--- src/rtl/cache_arb_pkg.sv ---
`default_nettype none
// +----------------------------------------------------------------------+
// | cache_arb_pkg : shared types and constants for cache_bus_arbiter     |
// | Revision      : 1.0                                                  |
// +----------------------------------------------------------------------+
package cache_arb_pkg;

    typedef enum logic [1:0] {
        IDLE = 2'd0,
        ADDR = 2'd1,
        DATA = 2'd2
    } arb_state_t;

    typedef enum logic {
        OWN_INST = 1'b0,
        OWN_DATA = 1'b1
    } arb_owner_t;

    localparam logic [1:0] SRAM_SIZE_BYTE = 2'd0;
    localparam logic [1:0] SRAM_SIZE_HALF = 2'd1;
    localparam logic [1:0] SRAM_SIZE_WORD = 2'd2;

endpackage
`default_nettype wire

--- src/rtl/cache_bus_arbiter.sv ---
`default_nettype none
// +----------------------------------------------------------------------+
// | cache_bus_arbiter : shares one SRAM-like master between I$ and D$    |
// | Revision          : 1.0                                              |
// +----------------------------------------------------------------------+
module cache_bus_arbiter
    import cache_arb_pkg::*;
#(
    parameter int ADDR_W       = 32,
    parameter int DATA_W       = 32,
    parameter int STARVE_LIMIT = 4
) (
    input  logic              clk,
    input  logic              clrn,

    input  logic              i_req,
    input  logic              i_wr,
    input  logic [1:0]        i_size,
    input  logic [ADDR_W-1:0] i_addr,
    input  logic [DATA_W-1:0] i_wdata,
    output logic [DATA_W-1:0] i_rdata,
    output logic              i_addr_ok,
    output logic              i_data_ok,

    input  logic              d_req,
    input  logic              d_wr,
    input  logic [1:0]        d_size,
    input  logic [ADDR_W-1:0] d_addr,
    input  logic [DATA_W-1:0] d_wdata,
    output logic [DATA_W-1:0] d_rdata,
    output logic              d_addr_ok,
    output logic              d_data_ok,

    output logic              m_req,
    output logic              m_wr,
    output logic [1:0]        m_size,
    output logic [ADDR_W-1:0] m_addr,
    output logic [DATA_W-1:0] m_wdata,
    input  logic [DATA_W-1:0] m_rdata,
    input  logic              m_addr_ok,
    input  logic              m_data_ok,

    output logic              proto_err
);

    localparam logic [2:0] c_LIMIT = 3'(STARVE_LIMIT);

    arb_state_t r_state;
    arb_state_t w_state_nxt;
    arb_owner_t r_owner;
    arb_owner_t w_owner_nxt;
    logic [2:0] r_starve_cnt;
    logic [2:0] w_starve_nxt;
    logic       r_proto_err;
    logic       w_proto_err_nxt;

    logic       w_arb;
    logic       w_any_req;
    logic       w_pick_inst;
    logic       w_addr_ok;
    logic       w_data_ok;
    logic       w_busy;
    logic       w_own_inst;

    assign w_any_req   = i_req | d_req;
    // Instruction wins only when alone or once data has starved it long enough.
    assign w_pick_inst = i_req & (~d_req | (r_starve_cnt == c_LIMIT));

    always_comb begin
        w_state_nxt     = r_state;
        w_owner_nxt     = r_owner;
        w_starve_nxt    = i_req ? r_starve_cnt : 3'd0;
        w_proto_err_nxt = r_proto_err;
        w_arb           = 1'b0;
        w_addr_ok       = 1'b0;
        w_data_ok       = 1'b0;

        case (r_state)
            IDLE: begin
                w_arb = 1'b1;
                if (m_data_ok) begin
                    w_proto_err_nxt = 1'b1;
                end
            end
            ADDR: begin
                w_addr_ok = m_addr_ok;
                if (m_addr_ok) begin
                    if (m_data_ok) begin
                        w_data_ok = 1'b1;
                        w_arb     = 1'b1;
                    end else begin
                        w_state_nxt = DATA;
                    end
                end else if (m_data_ok) begin
                    w_proto_err_nxt = 1'b1;
                end
            end
            DATA: begin
                w_data_ok = m_data_ok;
                if (m_data_ok) begin
                    w_arb = 1'b1;
                end
            end
            default: begin
                w_state_nxt = IDLE;
            end
        endcase

        // Shared by IDLE and completion cycles, so back-to-back grants skip IDLE.
        if (w_arb) begin
            if (w_any_req) begin
                w_state_nxt = ADDR;
                if (w_pick_inst) begin
                    w_owner_nxt  = OWN_INST;
                    w_starve_nxt = 3'd0;
                end else begin
                    w_owner_nxt = OWN_DATA;
                    if (i_req) begin
                        w_starve_nxt = (r_starve_cnt == c_LIMIT) ? c_LIMIT
                                                                 : r_starve_cnt + 3'd1;
                    end
                end
            end else begin
                w_state_nxt = IDLE;
            end
        end
    end

    always_ff @(posedge clk) begin
        if (!clrn) begin
            r_state      <= IDLE;
            r_owner      <= OWN_DATA;
            r_starve_cnt <= 3'd0;
            r_proto_err  <= 1'b0;
        end else begin
            r_state      <= w_state_nxt;
            r_owner      <= w_owner_nxt;
            r_starve_cnt <= w_starve_nxt;
            r_proto_err  <= w_proto_err_nxt;
        end
    end

    assign w_busy     = (r_state != IDLE);
    assign w_own_inst = (r_owner == OWN_INST);

    assign m_req   = (r_state == ADDR);
    assign m_wr    = w_busy & (w_own_inst ? i_wr : d_wr);
    assign m_size  = w_busy ? (w_own_inst ? i_size  : d_size)  : 2'd0;
    assign m_addr  = w_busy ? (w_own_inst ? i_addr  : d_addr)  : '0;
    assign m_wdata = w_busy ? (w_own_inst ? i_wdata : d_wdata) : '0;

    assign i_rdata = w_busy ? m_rdata : '0;
    assign d_rdata = w_busy ? m_rdata : '0;

    assign i_addr_ok = w_addr_ok &  w_own_inst;
    assign d_addr_ok = w_addr_ok & ~w_own_inst;
    assign i_data_ok = w_data_ok &  w_own_inst;
    assign d_data_ok = w_data_ok & ~w_own_inst;

    assign proto_err = r_proto_err;

endmodule
`default_nettype wire
--- config.mk ---
export PLATFORM = sky130hd
export DESIGN_NAME = cache_bus_arbiter
export DESIGN_NICKNAME = d
export VERILOG_FILES = /design/src/rtl/cache_arb_pkg.sv /design/src/rtl/cache_bus_arbiter.sv
export SDC_FILE = /design/constraint.sdc
export NUM_CORES = 1
export LEC_CHECK = 0
export CORE_AREA = 2 2 120 122
export CTS_CLUSTER_DIAMETER = 100
export DETAILED_ROUTE_END_ITERATION = 12
export DIE_AREA = 0 0 122 124
export GPL_TIMING_DRIVEN = 0
export HOLD_SLACK_MARGIN = 0.05
export SYNTH_ARGS = -nofsm -noshare
export SYNTH_HDL_FRONTEND = slang
export SYNTH_SLANG_ARGS = --single-unit
--- constraint.sdc ---
create_clock -name clk -period 4.21 [get_ports clk]
set_clock_uncertainty 0.15 [all_clocks]
set_input_delay 0.6315 -clock clk [delete_from_list [all_inputs] [get_ports clk]]
set_output_delay 0.6315 -clock clk [all_outputs]
set_load 0.01 [all_outputs]
# --- Word level (Yosys, flattened, before mapping) ---
# Index checks and enable logic that the tools add are counted.
word_totals:
  wordCells: 57
  regBits: 7
  in_bits: 172
op_classes:
  n_mux: 28
  add_sub_neg: 1
  n_eq_ne: 7
  bitwise_logic: 10
  reduce_logical: 7
ops:
  columns: ["cell", "n"]
  rows:
  - ["$mux 32", 5]
  - ["$mux 3", 6]
  - ["$mux 2", 5]
  - ["$mux 1", 8]
  - ["$and 1x1->1", 6]
  - ["$pmux 1 s2", 2]
  - ["$pmux 2 s2", 1]
  - ["$reduce_and 2->1", 2]
  - ["$reduce_bool 2->1", 2]
  - ["$add 3x1->3 const B", 1]
  - ["$eq 3x3->1 const B", 1]
  - ["$ne 3x1->1 const B", 1]
  - ["$ne 3x2->1 const B", 1]
  - ["$pmux 1 s3", 1]
  - ["$reduce_and 3->1", 1]
  - ["$eq 2x1->1 const B", 1]
  - ["$eq 2x2->1 const B", 1]
  - ["$logic_not 2->1", 1]
  - ["$ne 2x1->1 const B", 1]
  - ["$ne 2x2->1 const B", 1]
  - ["$not 1->1", 2]
  - ["$or 1x1->1", 2]
  - ["$reduce_or 2->1", 1]

# --- Logic depth before layout (Yosys ltp) ---
depth:
  depth_word: 6
  depth_mapped: 7
  ltp_nobuf: 6

# --- Worst setup path after synthesis ---
# No wires, ideal clock.
synth_timing:
  path_kind: "reg2out"
  startpoint: "register r_state[0]"
  endpoint: "output i_rdata[28]"
  t_arrival_ns: 1.443
  required_time_ns: 3.428
  slack_ns: 1.985
  n_path_buf: 3
  path_stages_with_launch: 7
  path_cell_list: "dfxtp_1 -> inv_1 -> ha_1 -> clkbuf_1 -> clkbuf_1 -> nor2b_1 -> buf_4"
synth_via:
  elab_chain_cells: 2
synth_lines:
  columns: ["item", "line", "text"]
  rows:
  - ["from (decl)", "cache_bus_arbiter.sv:48", "arb_state_t r_state;"]
  - ["from (signal assigned)", "cache_bus_arbiter.sv:136", "r_state <= w_state_nxt;"]
  - ["$reduce_bool 2->1", "cache_bus_arbiter.sv:143", "assign w_busy = (r_state != IDLE);"]
  - ["$mux 32", null, null]
  - ["to (decl)", "cache_bus_arbiter.sv:21", "output logic [DATA_W-1:0] i_rdata,"]
# Every way passes these cells.

# --- Final worst setup path ---
layout_timing:
  startpoint: "register r_state[1]"
  endpoint: "output i_rdata[21]"
layout_via:
  elab_chain_cells: 2
layout_lines:
  columns: ["item", "line", "text"]
  rows:
  - ["$reduce_bool 2->1", "cache_bus_arbiter.sv:143", null]
  - ["$mux 32", "cache_bus_arbiter.sv:152", "assign i_rdata = w_busy ? m_rdata : '0;"]
# Every way passes these cells.

==> impl_metrics.csv <==
group,metric,value,unit
outcome,status,"finished clean",
hold_path,min_path_cells,2,
sta,period_minus_slack,3360,ps
sta,tns,0,ps
drt,postRouteAntennaNets,0,
placement,place_congestion,0.788,
worst_setup_path,critical_path_class,"reg -> out",
hold_path,hold_path.class,"reg -> reg",
worst_setup_path,rr_worst_depth,7,
floorplan,fp.dieH,124,um
yosys,ys.warnings.count,0,
drt,drc,0,
hold_path,min_from,"r_starve_cnt[2]$_SDFF_PN0_",
drt,detail_route.wl_per_cell,14.8,um
pwr,peakVddDrop,0.0000940,V
yosys,synth.cell_area,1910,um2
cts,cts.repair.resized,0,
cells_and_area,nNetsFinal,765,
cells_and_area,multi_input_area,1420,um2
yosys,synth_nets,452,
global_routing,antenna_found_initial,0,
cts,root_buffer,"clkbuf_16",
worst_setup_path,worstPathRequired,3430,ps
sta,max_freq,0.298,GHz
cts,cts_tree,"yes",
drt,vias_per_cell,3.95,
cts,clk_latency,230,ps
cells_and_area,drive_gt1_share,7.68,%
cells_and_area,final_common_cell,"clkdlybuf4s50_1",
sta,finalSetupViolations,0,
sta,finalMaxSlewViolations,0,
yosys,synth.distinct_cells,27,
pwr,p_leak,2.40,nW
sta,holdWs,322,ps
cts,cts_buffers,3,
cts,cts.path.max_buffers,2,
cells_and_area,n_antenna_cell,0,
cells_and_area,area_growth,177,%
global_routing,gr-total-overflow,0,
pwr,p_per_area,193,nW/um2
drt,routed_wl,11.4,mm
global_routing,track_usage,13.3,%
sta,worst_slack,850,ps
cts,hold_buffers,0,
pwr,clock_power_share,15.8,%
pwr,combPwrFrac,76.9,%
pwr,sw_frac_of_total,34.2,%
drt,dr_total_vias,3024,
sta,tightest_slew,578,ps
cells_and_area,nFillCells,1400,
hold_path,min_to,"r_starve_cnt[2]$_SDFF_PN0_",
cells_and_area,final_cell_mix,"308 x clkdlybuf4s50_1, 73 x nor2_1, 69 x mux2i_1",
floorplan,die_w,122,um
yosys,synthTopCellsByArea,"mux2i_1 36%, nor2_1 14%, buf_4 13%, nor2b_1 11%, dfxtp_1 7.3%",
sta,rsz0062_at_grt,"false",
worst_setup_path,crit_path_max_fanout,10,
yosys,synth.avg_cell_area,6.98,um2
cells_and_area,seq_area,140,um2
cts,cts_setup_buffers,0,
worst_setup_path,r2r_slack,2280,ps
cts,cts.clk_slew.worst_paths,40,ps
worst_setup_path,r2r_end,"r_starve_cnt[1]$_SDFF_PN0_",
drt,drt_first_pass_iters,4,
yosys,postSynthCellCount,274,
yosys,yosysTopAreaCellShare,36.1,%
floorplan,start_util,13.9,%
global_routing,grt_pass1_vias,3000,
yosys,yosys.area.top_type,"mux2i_1",
run,maxCapViolCount,0,
sta,finalHoldViolations,0,
global_routing,grt_max_degree,11,
floorplan,ioPinCount,309,
sta,period_share,79.8,%
floorplan,core_area,13700,um2
placement,dpl.hpwl,10.1,mm
worst_setup_path,cp-start-kind,"register",
drt,drt_iter0_markers,59,
sta,slew_headroom,61.5,%
global_routing,grt_pass1_wl,15.7,mm
floorplan,dieArea,15100,um2
yosys,ys_seq_elements,7,
pwr,p_int,673,uW
pwr,power_switching,350,uW
yosys,yosysSeqAreaShare,7.33,%
worst_setup_path,r2r_start,"r_state[1]$_SDFFE_PN0P_",
cts,clock_sinks,7,
placement,io_buffer_count,308,
floorplan,rows,43,
worst_setup_path,critPathArrivalTime,2580,ps
worst_setup_path,end_kind,"output port",
placement,pre_cts_slack,1000,ps
cts,cts_htree_levels,1,
pwr,power_frac_seq,7.3,%
metrics by stage:
stage	cell area, um2	utilization (%)	std cells	power (mW)
finish	5300	38.6	766	1.02
global route	5300	38.6	766	1.09
CTS	5300	38.6	766	1.04
detailed placement	5220	38.0	762	0.874
global placement	5220	38.0	762	0.868
floorplan	1910	-	274	0.393
metal layers:
layer	vias to the layer above	track usage, %	routed length, um
li1	1486	-	-
met1	1363	13.8	4010
met2	169	26.9	6150
met3	6	3.11	1120
met4	0	2.51	85
met5	-	0	0
critical path, stage by stage, from the launching register on:
cell,delay [ps]
dfxtp_1,330
inv_1,90
ha_1,210
clkbuf_1,470
clkbuf_1,440
nor2b_1,150
buf_4,160
clkdlybuf4s50_1,480
cell type report:
class	count	area share [%]
clock buffers	4	1.49
repair buffers	308	58.2
plain buffers	52	6.26
multi-input cells	209	26.8
inverters	6	0.425
flip-flops and latches	7	2.64
well taps	180	4.25
registers in the layout (all words and copies together) (netlist names):
name and cells:
r_owner 1, proto_err 1, r_starve_cnt 3, r_state 2
power by group through the flow:
stage / Combinational, mW / Sequential, mW / Clock, mW
floorplan: 0.318 / 0.0751 / 0
global placement: 0.793 / 0.0751 / 0
detailed placement: 0.799 / 0.0753 / 0
CTS: 0.803 / 0.0745 / 0.163
global route: 0.847 / 0.0753 / 0.169
finish: 0.788 / 0.0744 / 0.162
synthesized netlist by cell type, drive strengths merged:
library cell	instances
nand2	6
or3	1
o21bai	1
mux2	1
nand3	1
buf	40
a211oi	2
nor3	1
nand3b	2
o21ai	1
ha	6
clkbuf	12
a31oi	1
a21oi	3
nor3b	1
nor2b	33
a21boi	2
nand2b	3
mux2i	69
inv	6
dfxtp	7
nor4	1
nor2	74
worst max-delay path by stage:
stage	from	end	slack, ps	depth (start not counted)
final	r_state[1]$_SDFFE_PN0P_	i_rdata[21]	850	7
after floorplan	r_state[0]$_SDFFE_PN0P_	i_rdata[28]	1990	6
after global routing	r_state[0]$_SDFFE_PN0P_	i_rdata[23]	600	7
after detailed placement	r_state[0]$_SDFFE_PN0P_	i_rdata[23]	1000	7
after global placement	r_state[0]$_SDFFE_PN0P_	i_rdata[29]	1030	7
after CTS	r_state[1]$_SDFFE_PN0P_	i_rdata[23]	750	7
cells by family after synthesis:
group           count (synthesis)  synth area share (%)
buf+inv                        58                  18.5
fa+ha+maj                       6                  3.93
flops                           7                  7.33
mux                            70                  36.9
simple gates                  123                  30.0
compound gates                 10                  3.34
(Power assumes the default switching activity.)
